**config.mk**
```make
export PLATFORM = sky130hd
export DESIGN_NAME = hex_display_scan_flat
export DESIGN_NICKNAME = d
export VERILOG_FILES = /design/src/rtl/disp_pkg.sv /design/src/rtl/hex_display_scan_if.sv /design/src/rtl/scan_tick.sv /design/src/rtl/hex_display_scan.sv /design/src/flat_wrapper.sv
export SDC_FILE = /design/constraint.sdc
export NUM_CORES = 1
export LEC_CHECK = 0
export ABC_AREA = 1
export CAP_MARGIN = 10
export CORE_ASPECT_RATIO = 1.4
export CORE_MARGIN = 2
export CORE_UTILIZATION = 54
export DETAILED_ROUTE_END_ITERATION = 16
export HOLD_SLACK_MARGIN = 0.05
export PLACE_DENSITY_LB_ADDON = 0.12
export SYNTH_ARGS = -nofsm -noshare
export SYNTH_HDL_FRONTEND = slang
export SYNTH_SLANG_ARGS = --single-unit
```
**constraint.sdc**
```tcl
create_clock -name clk -period 2.7 [get_ports clk]
set_clock_uncertainty 0.2 [all_clocks]
set_input_delay 0.405 -clock clk [delete_from_list [all_inputs] [get_ports clk]]
set_output_delay 0.405 -clock clk [all_outputs]
set_load 0.03 [all_outputs]
```
**src/rtl/disp_pkg.sv**
```systemverilog
// Shared display types and the leading-zero rule used by the scan controller
// and the decoder wrapper.
package disp_pkg;

    localparam int unsigned NIBBLE_W   = 4;
    localparam int unsigned MAX_DATA_W = 64;

    typedef logic [NIBBLE_W-1:0] nibble_t;

    // True when digit idx (above digit 0) and every digit above it are zero.
    // The value is passed zero-extended, so bits above the real width read as 0.
    function automatic logic is_lead_zero(input logic [MAX_DATA_W-1:0] value,
                                          input logic [31:0]           idx);
        return (idx != 0) && ((value >> (NIBBLE_W * idx)) == '0);
    endfunction

endpackage

```
**src/rtl/hex_display_scan_if.sv**
```systemverilog
// Bundle between the CPU port / display driver and the hex scan controller.
interface hex_display_scan_if import disp_pkg::*; #(
    parameter int unsigned DATA_WIDTH = 8
);
    localparam int unsigned NUM_DIGITS = DATA_WIDTH / NIBBLE_W;

    logic                  wr_en;
    logic [DATA_WIDTH-1:0] wr_data;
    logic                  disp_on;
    nibble_t               digit_val;
    logic                  digit_en;
    logic [NUM_DIGITS-1:0] digit_sel;
    logic [DATA_WIDTH-1:0] shown_val;

    modport master (
        output wr_en, wr_data, disp_on,
        input  digit_val, digit_en, digit_sel, shown_val
    );

    modport slave (
        input  wr_en, wr_data, disp_on,
        output digit_val, digit_en, digit_sel, shown_val
    );

endinterface

```
**src/rtl/scan_tick.sv**
```systemverilog
// Free-running slot divider: counts 0..DIV-1 and flags the terminal count.
module scan_tick #(
    parameter int unsigned DIV = 50000
) (
    input  logic clk,
    input  logic reset,
    output logic o_tick
);
    localparam int unsigned     CNT_W = (DIV > 1) ? $clog2(DIV) : 1;
    localparam logic [CNT_W-1:0] TERM = CNT_W'(DIV - 1);

    if (DIV == 0) begin : g_bad_div
        $error("scan_tick: DIV must be >= 1");
    end

    logic [CNT_W-1:0] r_cnt;

    assign o_tick = (r_cnt == TERM);

    always_ff @(posedge clk) begin
        if (reset) begin
            r_cnt <= '0;
        end else if (o_tick) begin
            r_cnt <= '0;
        end else begin
            r_cnt <= r_cnt + 1'b1;
        end
    end

endmodule

```
**src/rtl/hex_display_scan.sv**
```systemverilog
// Holds a CPU-written value and time-multiplexes its nibbles onto one 7-seg
// decoder, with one-hot digit select, leading-zero blanking and display enable.
module hex_display_scan import disp_pkg::*; #(
    parameter int unsigned DATA_WIDTH = 8,
    parameter int unsigned SCAN_DIV   = 50000,
    parameter int unsigned BLANK_LZ   = 1
) (
    input  logic              clk,
    input  logic              reset,
    hex_display_scan_if.slave bus
);
    localparam int unsigned      NUM_DIGITS = DATA_WIDTH / NIBBLE_W;
    localparam int unsigned      IDX_W      = (NUM_DIGITS > 1) ? $clog2(NUM_DIGITS) : 1;
    localparam logic [IDX_W-1:0] LAST_IDX   = IDX_W'(NUM_DIGITS - 1);

    if (DATA_WIDTH < NIBBLE_W || (DATA_WIDTH % NIBBLE_W) != 0 || DATA_WIDTH > MAX_DATA_W)
    begin : g_bad_width
        $error("hex_display_scan: DATA_WIDTH must be a multiple of 4 in 4..64");
    end

    logic                  w_tick;
    logic [DATA_WIDTH-1:0] r_shown_val;
    logic                  r_loaded;
    logic [IDX_W-1:0]      r_digit_idx;
    logic [NUM_DIGITS-1:0] r_digit_sel;
    nibble_t               r_digit_val;
    logic                  r_digit_en;
    logic [NUM_DIGITS-1:0] w_sel;
    nibble_t               w_val;
    logic                  w_lz;

    scan_tick #(
        .DIV (SCAN_DIV)
    ) u_scan_tick (
        .clk    (clk),
        .reset  (reset),
        .o_tick (w_tick)
    );

    always_ff @(posedge clk) begin
        if (reset) begin
            r_shown_val <= '0;
            r_loaded    <= 1'b0;
        end else if (bus.wr_en) begin
            r_shown_val <= bus.wr_data;
            r_loaded    <= 1'b1;
        end
    end

    always_ff @(posedge clk) begin
        if (reset) begin
            r_digit_idx <= '0;
        end else if (w_tick) begin
            r_digit_idx <= (r_digit_idx == LAST_IDX) ? '0 : r_digit_idx + 1'b1;
        end
    end

    // Outputs derive from registered state only, so a write landing on a slot
    // wrap is already visible in the first cycle of the new slot.
    always_comb begin
        w_sel = NUM_DIGITS'(1) << r_digit_idx;
        w_val = r_shown_val[NIBBLE_W * r_digit_idx +: NIBBLE_W];
        w_lz  = (BLANK_LZ != 0) && is_lead_zero(MAX_DATA_W'(r_shown_val), 32'(r_digit_idx));
    end

    always_ff @(posedge clk) begin
        if (reset) begin
            r_digit_sel <= NUM_DIGITS'(1);
            r_digit_val <= '0;
            r_digit_en  <= 1'b0;
        end else begin
            r_digit_sel <= w_sel;
            r_digit_val <= w_val;
            r_digit_en  <= bus.disp_on & r_loaded & ~w_lz;
        end
    end

    assign bus.digit_sel = r_digit_sel;
    assign bus.digit_val = r_digit_val;
    assign bus.digit_en  = r_digit_en;
    assign bus.shown_val = r_shown_val;

endmodule

```
**src/flat_wrapper.sv**
```systemverilog
// flat-port wrapper written by rule: the top's interface ports become plain ports
module hex_display_scan_flat import disp_pkg::*;
#(
    parameter int unsigned DATA_WIDTH = 8,
    parameter int unsigned SCAN_DIV   = 50000,
    parameter int unsigned BLANK_LZ   = 1
)
  (clk, reset, bus_wr_en, bus_wr_data, bus_disp_on, bus_digit_val, bus_digit_en, bus_digit_sel, bus_shown_val);
  hex_display_scan_if #(.DATA_WIDTH(DATA_WIDTH)) bus_i ();
  input  logic clk;
  input  logic reset;
  input wire logic [$bits(bus_i.wr_en)-1:0] bus_wr_en;
  input wire logic [$bits(bus_i.wr_data)-1:0] bus_wr_data;
  input wire logic [$bits(bus_i.disp_on)-1:0] bus_disp_on;
  output wire logic [$bits(bus_i.digit_val)-1:0] bus_digit_val;
  output wire logic [$bits(bus_i.digit_en)-1:0] bus_digit_en;
  output wire logic [$bits(bus_i.digit_sel)-1:0] bus_digit_sel;
  output wire logic [$bits(bus_i.shown_val)-1:0] bus_shown_val;
  assign bus_i.wr_en = bus_wr_en;
  assign bus_i.wr_data = bus_wr_data;
  assign bus_i.disp_on = bus_disp_on;
  assign bus_digit_val = bus_i.digit_val;
  assign bus_digit_en = bus_i.digit_en;
  assign bus_digit_sel = bus_i.digit_sel;
  assign bus_shown_val = bus_i.shown_val;
  hex_display_scan #(.DATA_WIDTH(DATA_WIDTH), .SCAN_DIV(SCAN_DIV), .BLANK_LZ(BLANK_LZ)) u_core (.clk(clk), .reset(reset), .bus(bus_i));
endmodule
```
* Yosys cells after proc, flatten, opt, wreduce, memory -nomap -nowiden
Cells that the tools add are included.
** Cells by class
- Add/subtract/negate cells :: 2
- Eq/ne operators :: 1
- Shifts and indexed selects :: 3
- Muxes and demuxes :: 1
- Bitwise operators :: 3
- Reductions and logical operators :: 3
** Operators with widths (number)
- 64-bit logical NOT :: 1
- 8-bit by 3-bit >> shifter with 64-bit output :: 1
- 16-bit by 1-bit adder with 16-bit output (second input constant) :: 1
- 16-bit equality test (second input constant) :: 1
- 8-bit by 4-bit variable part select with 4-bit output :: 1
- 1-bit AND :: 2
- 2-bit OR reduction :: 1
- 1-bit by 1-bit left shift with 2-bit output (first input constant) :: 1
- 1-bit adder (second input constant) :: 1
- 1-bit logical AND :: 1
- 1-bit two-way mux :: 1
- 1-bit inverter :: 1
** Word-level totals
- Register bits :: 33

* Logic depth before layout (Yosys ltp)
Gate-level depths: netlist of run 1.
- Word-level depth :: 5
- Gate-level depth with buffers :: 8
- Depth with buffers taken out :: 7

* By module
Synthesis of run 1 repeated with hierarchy kept, for this count alone.
** Unflattened totals
- Cells, all modules :: 195
- Area, all modules :: 1442.6 um^2
** By module, submodules not included
- scan_tick :: instances 1, cells each 130, area an instance 859.6 um^2
- hex_display_scan :: instances 1, cells each 65, area an instance 583.1 um^2

* Least setup slack after synthesis of run 1
No wires, ideal clock.
- Path type :: register to register
- Start :: register u_core.u_scan_tick.r_cnt[0]
- End :: register u_core.u_scan_tick.r_cnt[5]
- Setup time :: 0.115 ns
- Arrival :: 1.142 ns
- Data required time :: 2.385 ns
- Setup slack :: 1.243 ns
- Cell stages (with the launch flop) :: 8
- Clock period less this slack :: 1.457 ns
- Cell sequence :: dfxtp_1 > ha_1 > nand3_2 > nor2_2 > nand2_2 > nand2_4 > buf_12 > nor2_2
** On the way
- Word-level cells in the longest chain between the ends :: 2
- Elaborated cells between the ends (all ways) :: 3
- Classes of those cells :: 1 x add/sub; 1 x eq/ne; 1 x reduce/logical
** RTL lines
- from (decl) :: line scan_tick.sv:16 : logic [CNT_W-1:0] r_cnt;
- from (signal assigned) :: line scan_tick.sv:26 : r_cnt <= r_cnt + 1'b1;
- parallel branches: the longest is 2 deep, another holds 16-bit by 1-bit adder with 16-bit output
Several ways; the timed one is not identified.
A chain may end at the register's enable or synchronous reset.

* Worst setup path in the final report of run 1
- Start :: register u_core.r_shown_val[7], in the netlist u_core.bus.shown_val[7]
- End :: output port bus_shown_val[7]
** RTL lines
- from (decl) :: line hex_display_scan.sv:22 : logic [DATA_WIDTH-1:0] r_shown_val;
- from (signal assigned) :: line hex_display_scan.sv:45 : r_shown_val <= bus.wr_data;
- to (decl) :: line flat_wrapper.sv:18 : output wire logic [$bits(bus_i.shown_val)-1:0] bus_shown_val;
No word-level cell between the ends.

==> results.md, run 1 <==
- Status: complete, no violations
- Final Critical Period: 2.04 ns
- Synthesized area: 1410 sq um
- Setup ws final: 0.663 ns
- Postcts setup bufs: 0
- Slew headroom: between 70% and 80%
- Final ANT Viol Nets: 0
- Clk root buf: clkbuf_4
- 1st-iter DRT viols: 36
- Post-Route WL: 2890 microns
- Core Region: about 2400 sq um
- Crit path buffers/inverters: 1
- CP max FO: 4
- Met1 usage: 24.6%
- Measured slew at the worst slew-check pin: 0.333 ns
- Yosys reg bits: 33
- Required time worst endpoint: 2.10 ns
- Most common cell in the netlist: dfxtp_1
- Clock Path Buffers: 2
- RSZ-0062 raised after global routing: false
- Ant diodes: 0
- Via count: 1231
- Post-DP HPWL: 2140 microns
- Critical Path Start Type: flop
- First-pass GRT wire length: roughly 5000 microns
- Critical Path AT: 1.43 ns
- Fraction of registers with async set/reset: 0%
- R2R depth: 6
- Slew Limit Fails: 0
- DRC: 0
- Setup violations, final: 0
- Routed WL per cell: 11.8 microns
- Cts bufs inserted: 5
- Sink Count: 33
- Hold Path Depth: 2
- Via/cell ratio: 5.05
- Syn_area_per_cell: around 7.8 sq um
- H-tree depth: 2
- Clk slew on worst S/H paths: 0.10 ns
- Yosys warning count: 0
- Die Wd: ~47 microns
- Reg-to-Reg End: u_core.u_scan_tick.r_cnt[11]
- Congestion Overflow GR: 0
- Die ar.: 3040 sq um
- # fillers: 217
- # rows: 21
- Area leader, netlist: dfxtp_1
- CTS tree: done
- GR peak layer: met2
- Share of the synthesized area in the top cell type: 46.9%
- Fin crit share: 75.4%
- Fmax: 0.491 GHz
- Worst-path cell chain: clkdlybuf4s50_1
- Layout cells sized above 1: between 10% and 20%
- Hold Crit Class: flop to flop
- Crit. End Element: primary output
- Initial antenna violation count: 0
- Yosys cell types: 26
- PortBufs: 26
- Initial core utilization: 57.7%
- Worst r2r src: u_core.u_scan_tick.r_cnt[0]
- Ranking of synthesized cells by area: dfxtp_1, nor2_1, nand2_1
- Top cells by instance count after synthesis: dfxtp_1, nor2_1, nand2_1, inv_1, nor2_2
- Worst IR drop on VDD: 0.000380 V
- Reg-to-reg setup timing slack: 1.10 ns
- Clock Latency Late Sink: between 0.3 and 0.4 ns
- Seq/Total Area, Yosys: 46.9%
- Leak pwr: 0.608 nW
- Ys flop type: dfxtp_1
- # nets final: 223
- Synth-to-layout area growth: 23.5%
- Met2 Resource Use GR: 38.7%
- GPL Wtd Cong: about 0.81
- Hold Crit Start: u_core.r_loaded
- Total GRT Usage: 22.9%
- Place WS: between 0.7 and 0.8 ns
- Met3 Usage GRT: 7.24%
- Fin. Hold Viols: 0
- DRT Pass-1 Iters: 4
- Setup TNS Final: 0 ns
- Setup CP Type: flop to primary output
- Max capacitance violation total: 0
- Net Count, Synth: just under 200
- PnR Total Power: between 0.0008 and 0.0009 W
- CP peak stage delay: 0.70 ns
- Number of gates resized after cts: 0
- Post-synthesis instance total: between 150 and 200
- EDFF count, synth: 0
- Endpoint, Worst Hold: u_core.bus.digit_en
- Pwr dens: 516 nW/um^2
- # hold bufs at CTS: 0
- Die H: between 60 and 70 microns
- Io pins: 27
- Vias in the first global route: about 1.2k
- Slowest cell on crit path: clkdlybuf4s50_1
- Largest net degree at the start of global routing: 17
- CP top delay family: buffers and inverters
[cells in the final DEF, fill, tap and decap left out]
master	netlist	layout
a21oi_2	1	1
nand2_1	30	30
nand3_1	9	9
nand3_2	1	1
xor2_1	6	6
clkinv_1	1	1
nand4_1	4	4
inv_1	16	16
a21oi_1	9	9
nor2_1	32	32
a211oi_1	1	1
clkinvlp_4	0	1
clkbuf_8	0	1
nor3_1	1	1
nor4_1	1	1
mux2i_1	1	1
ha_1	1	1
xnor2_1	1	1
nand2_2	3	3
clkdlybuf4s50_1	0	26
o21ai_0	9	9
nand2_4	1	1
clkbuf_4	0	5
nor2_2	13	13
dfxtp_1	33	33
nor2_4	2	2
or2_2	1	1
[how the worst max path moves through the flow]
stage,from,to,slack (ns),cells after the start
after floorplan,u_core.u_scan_tick.r_cnt[0],u_core.u_scan_tick.r_cnt[5],1.24,7
after global placement,reset,u_core.u_scan_tick.r_cnt[2],0.85,4
after detailed placement,reset,u_core.u_scan_tick.r_cnt[2],0.78,4
after CTS,u_core.bus.shown_val[7],bus_shown_val[7],0.66,1
after global routing,u_core.bus.shown_val[7],bus_shown_val[7],0.59,1
final,u_core.bus.shown_val[7],bus_shown_val[7],0.66,1
[final cells by class]
cell class	count	area [sq um]	share of cell area (%)
multi-input cells	127	654	37.6
flip-flops and latches	33	661	38.0
clock inverters	1	7.51	0.431
repair buffers	26	260	15.0
well taps	34	42.5	2.44
clock buffers	6	51.3	2.95
inverters	17	63.8	3.67
[sequential cells by signal (all words and copies together) (netlist names)]
| register | count |
|---|---|
| u_core.r_loaded | 1 |
| u_core.u_scan_tick.r_cnt | 16 |
| u_core.bus.digit_en | 1 |
| u_core.bus.digit_sel | 2 |
| u_core.bus.digit_val | 4 |
| u_core.bus.shown_val | 8 |
| u_core.r_digit_idx | 1 |
[routing by layer]
metal,part of all wire (%),vias up,routed length (microns)
li1,-,631,-
met1,41,559,1180
met2,53,34,1540
met3,4.2,7,122
met4,1.9,0,55
met5,0,-,0
[where the power goes]
part	switching, W	total, W	internal, W
clock	0.000162	0.000284	0.000122
sequential	0.0000128	0.000516	0.000503
combinational	0.0000549	0.0000986	0.0000437
[cell families (layout without fill, tap and decap cells)]
kind of cell | Yosys count | after routing | share of synthesized area (%)
adder cells (fa/ha/maj) | 1 | 1 | 0.888
flip-flops | 33 | 33 | 46.9
AO/OA/AOI/OAI | 20 | 20 | 7.55
XOR/XNOR | 7 | 7 | 4.35
multiplexers | 1 | 1 | 0.711
AND/OR/NAND/NOR | 98 | 98 | 32.9
buffers and inverters | 20 | 50 | 6.66
[stage by stage]
step                      hold slack [ns]  instances  util, %  cell area [sq um]
after floorplan                     0.235        180        -               1410
after global placement              0.253        237     68.8               1680
after detailed placement            0.262        237     68.8               1680
after CTS                           0.276        244     71.2               1740
after global routing                0.315        244     71.2               1740
final                               0.280        244     71.2               1740
(Power assumes the default switching activity.)
==> run 2: changes to the inputs <==
- CORE_UTILIZATION: 54 -> 50
- clock period: 2.7 -> 2.1 ns (I/O delays scaled with it)
==> run 2 against run 1 <==
Effect of this change: register-to-register slack lost 0.60 ns; final cell count increased by 1.2%; total power rose by 29%; flip-flop and latch count unchanged; design area rose by 0.36%; die area grew 7.4%; critical path depth is the same; first-iteration DRC count decreased by 19%; utilization decreased by 5.1 points; sequential share of layout area is 0.14 points lower; via count grew 0.65%.
==> results.md, run 2 (synthesis gave the netlist of run 1 again) <==
- Ant diodes: 0
- Most frequent cells in the layout: dfxtp_1, nor2_1, nand2_1
- Worst IR drop on VDD: 0.000437 V
- Io pins: 27
- Fin crit share: 93.3%
- Routed WL per cell: 12.1 microns
- R2R depth: 6
- Die ar.: 3260 sq um
- Post-Route WL: 2990 microns
- Via count: 1239
- Final core utilization: 66.1%
- Hold_ws: 0.274 ns
- Met3 wire len: 168 microns
- CTS tree: done
- PnR Total Power: 0.00116 W
- H-tree depth: 2
- RSZ-0062 raised after global routing: false
- Postcts setup bufs: 0
- Sequential cell area: 661 sq um
- Final Critical Period: 1.96 ns
- Fin. Hold Viols: 0
- CP Depth: 1
- Final ANT Viol Nets: 0
- Via/cell ratio: about 5
- # rows: 22
- Pwr dens: 663 nW/um^2
- Layout cells sized above 1: 13.7%
- Initial core utilization: 53.3%
- 1st-iter DRT viols: 29
- Multi-input logic area: 654 sq um
- PortBufs: 26
- Cts bufs inserted: 5
- Hold Crit Class: flop to flop
- Max FFs per register: 16
- Setup CP Type: flop to primary output
- Met2 WL: 1610 microns
- DRT Pass-1 Iters: 4
- GPL Wtd Cong: 0.839
- Setup TNS Final: 0 ns
- Slowest cell on crit path: clkdlybuf4s50_1
- Congestion Overflow GR: 0
- Core Region: 2640 sq um
- Leak pwr: 0.614 nW
- Crit. End Element: primary output
- Number of gates resized after cts: 0
- Worst-path cell chain: clkdlybuf4s50_1
- Slew headroom: 78.4%
- Measured slew at the worst slew-check pin: 0.322 ns
- Top sig layer: met4
- Status: complete, no violations
- Slew Limit Fails: 0
- Vias in the first global route: 1202
- CP top delay family: buffers and inverters
- # nets final: 224
- Sink Count: 33
- Clock Latency Late Sink: 0.34 ns
- Most common cell after layout, fill and taps aside: dfxtp_1
- Hold Path Depth: 1
- Fmax: 0.510 GHz
- Die Wd: between 40 and 50 microns
- WL met1: 1170 microns
- CP peak stage delay: 0.70 ns
- Critical Path Start Type: flop
- Most flops, register: u_core.u_scan_tick.r_cnt
- Crit path buffers/inverters: 1
- Total GRT Usage: between 20% and 30%
- Post-DP HPWL: between 2000 and 2500 microns
- Initial antenna violation count: 0
- Required time worst endpoint: 1.58 ns
- Max capacitance violation total: 0
- # fillers: 248
- CP max FO: 4
- Clk slew on worst S/H paths: 0.10 ns
- Synth-to-layout area growth: 24.0%
- DRC: 0
- Clock Path Buffers: 2
- First-pass GRT wire length: between 5000 and 6000 microns
- Critical Path AT: ~1.5 ns
- Clk root buf: clkbuf_4
- Setup violations, final: 0
- Die H: 66.8 microns
- Largest net degree at the start of global routing: 17
- # hold bufs at CTS: 0
==> run 2: cell types whose count changed in the layout (fill, tap and decap cells not counted) <==
cell        change
clkbuf_1        +1
buf_4           +1
clkinvlp_4      -1
==> run 2: final timing paths <==
kind	from	to	slack, ns
min reg2reg	u_core.u_scan_tick.r_cnt[0]	u_core.u_scan_tick.r_cnt[0]	0.27
max	u_core.bus.shown_val[7]	bus_shown_val[7]	0.14
min	u_core.u_scan_tick.r_cnt[0]	u_core.u_scan_tick.r_cnt[0]	0.27
max reg2reg	u_core.u_scan_tick.r_cnt[0]	u_core.u_scan_tick.r_cnt[13]	0.50
==> run 2: cell type report <==
| class | count | area share [%] |
|---|---|---|
| Timing Repair Buffer | 27 | 15.3 |
| Multi-Input combinational cell | 127 | 37.5 |
| Inverter | 17 | 3.65 |
| Clock buffer | 7 | 3.15 |
| Tap cell | 36 | 2.58 |
| Sequential cell | 33 | 37.8 |
==> run 2: where the power goes <==
group | switching [W] | internal, W
Sequential | 0.0000162 | 0.000647
Clock | 0.000208 | 0.000158
Combinational | 0.0000708 | 0.0000575
==> run 2: through the flow <==
| step | std cells | worst slack (ns) | cell area, sq um |
|---|---|---|---|
| floorplan | 180 | 0.643 | 1410 |
| global placement | 240 | 0.344 | 1690 |
| detailed placement | 240 | 0.245 | 1690 |
| CTS | 247 | 0.136 | 1750 |
| global route | 247 | 0.0800 | 1750 |
| finish | 247 | 0.140 | 1750 |
==> run 2: metal layers <==
layer / track usage [%] / vias up
met5: 0 / -
met4: 8.93 / 0
met3: 7.17 / 4
met2: 40.2 / 38
met1: 19.6 / 568
li1: - / 629
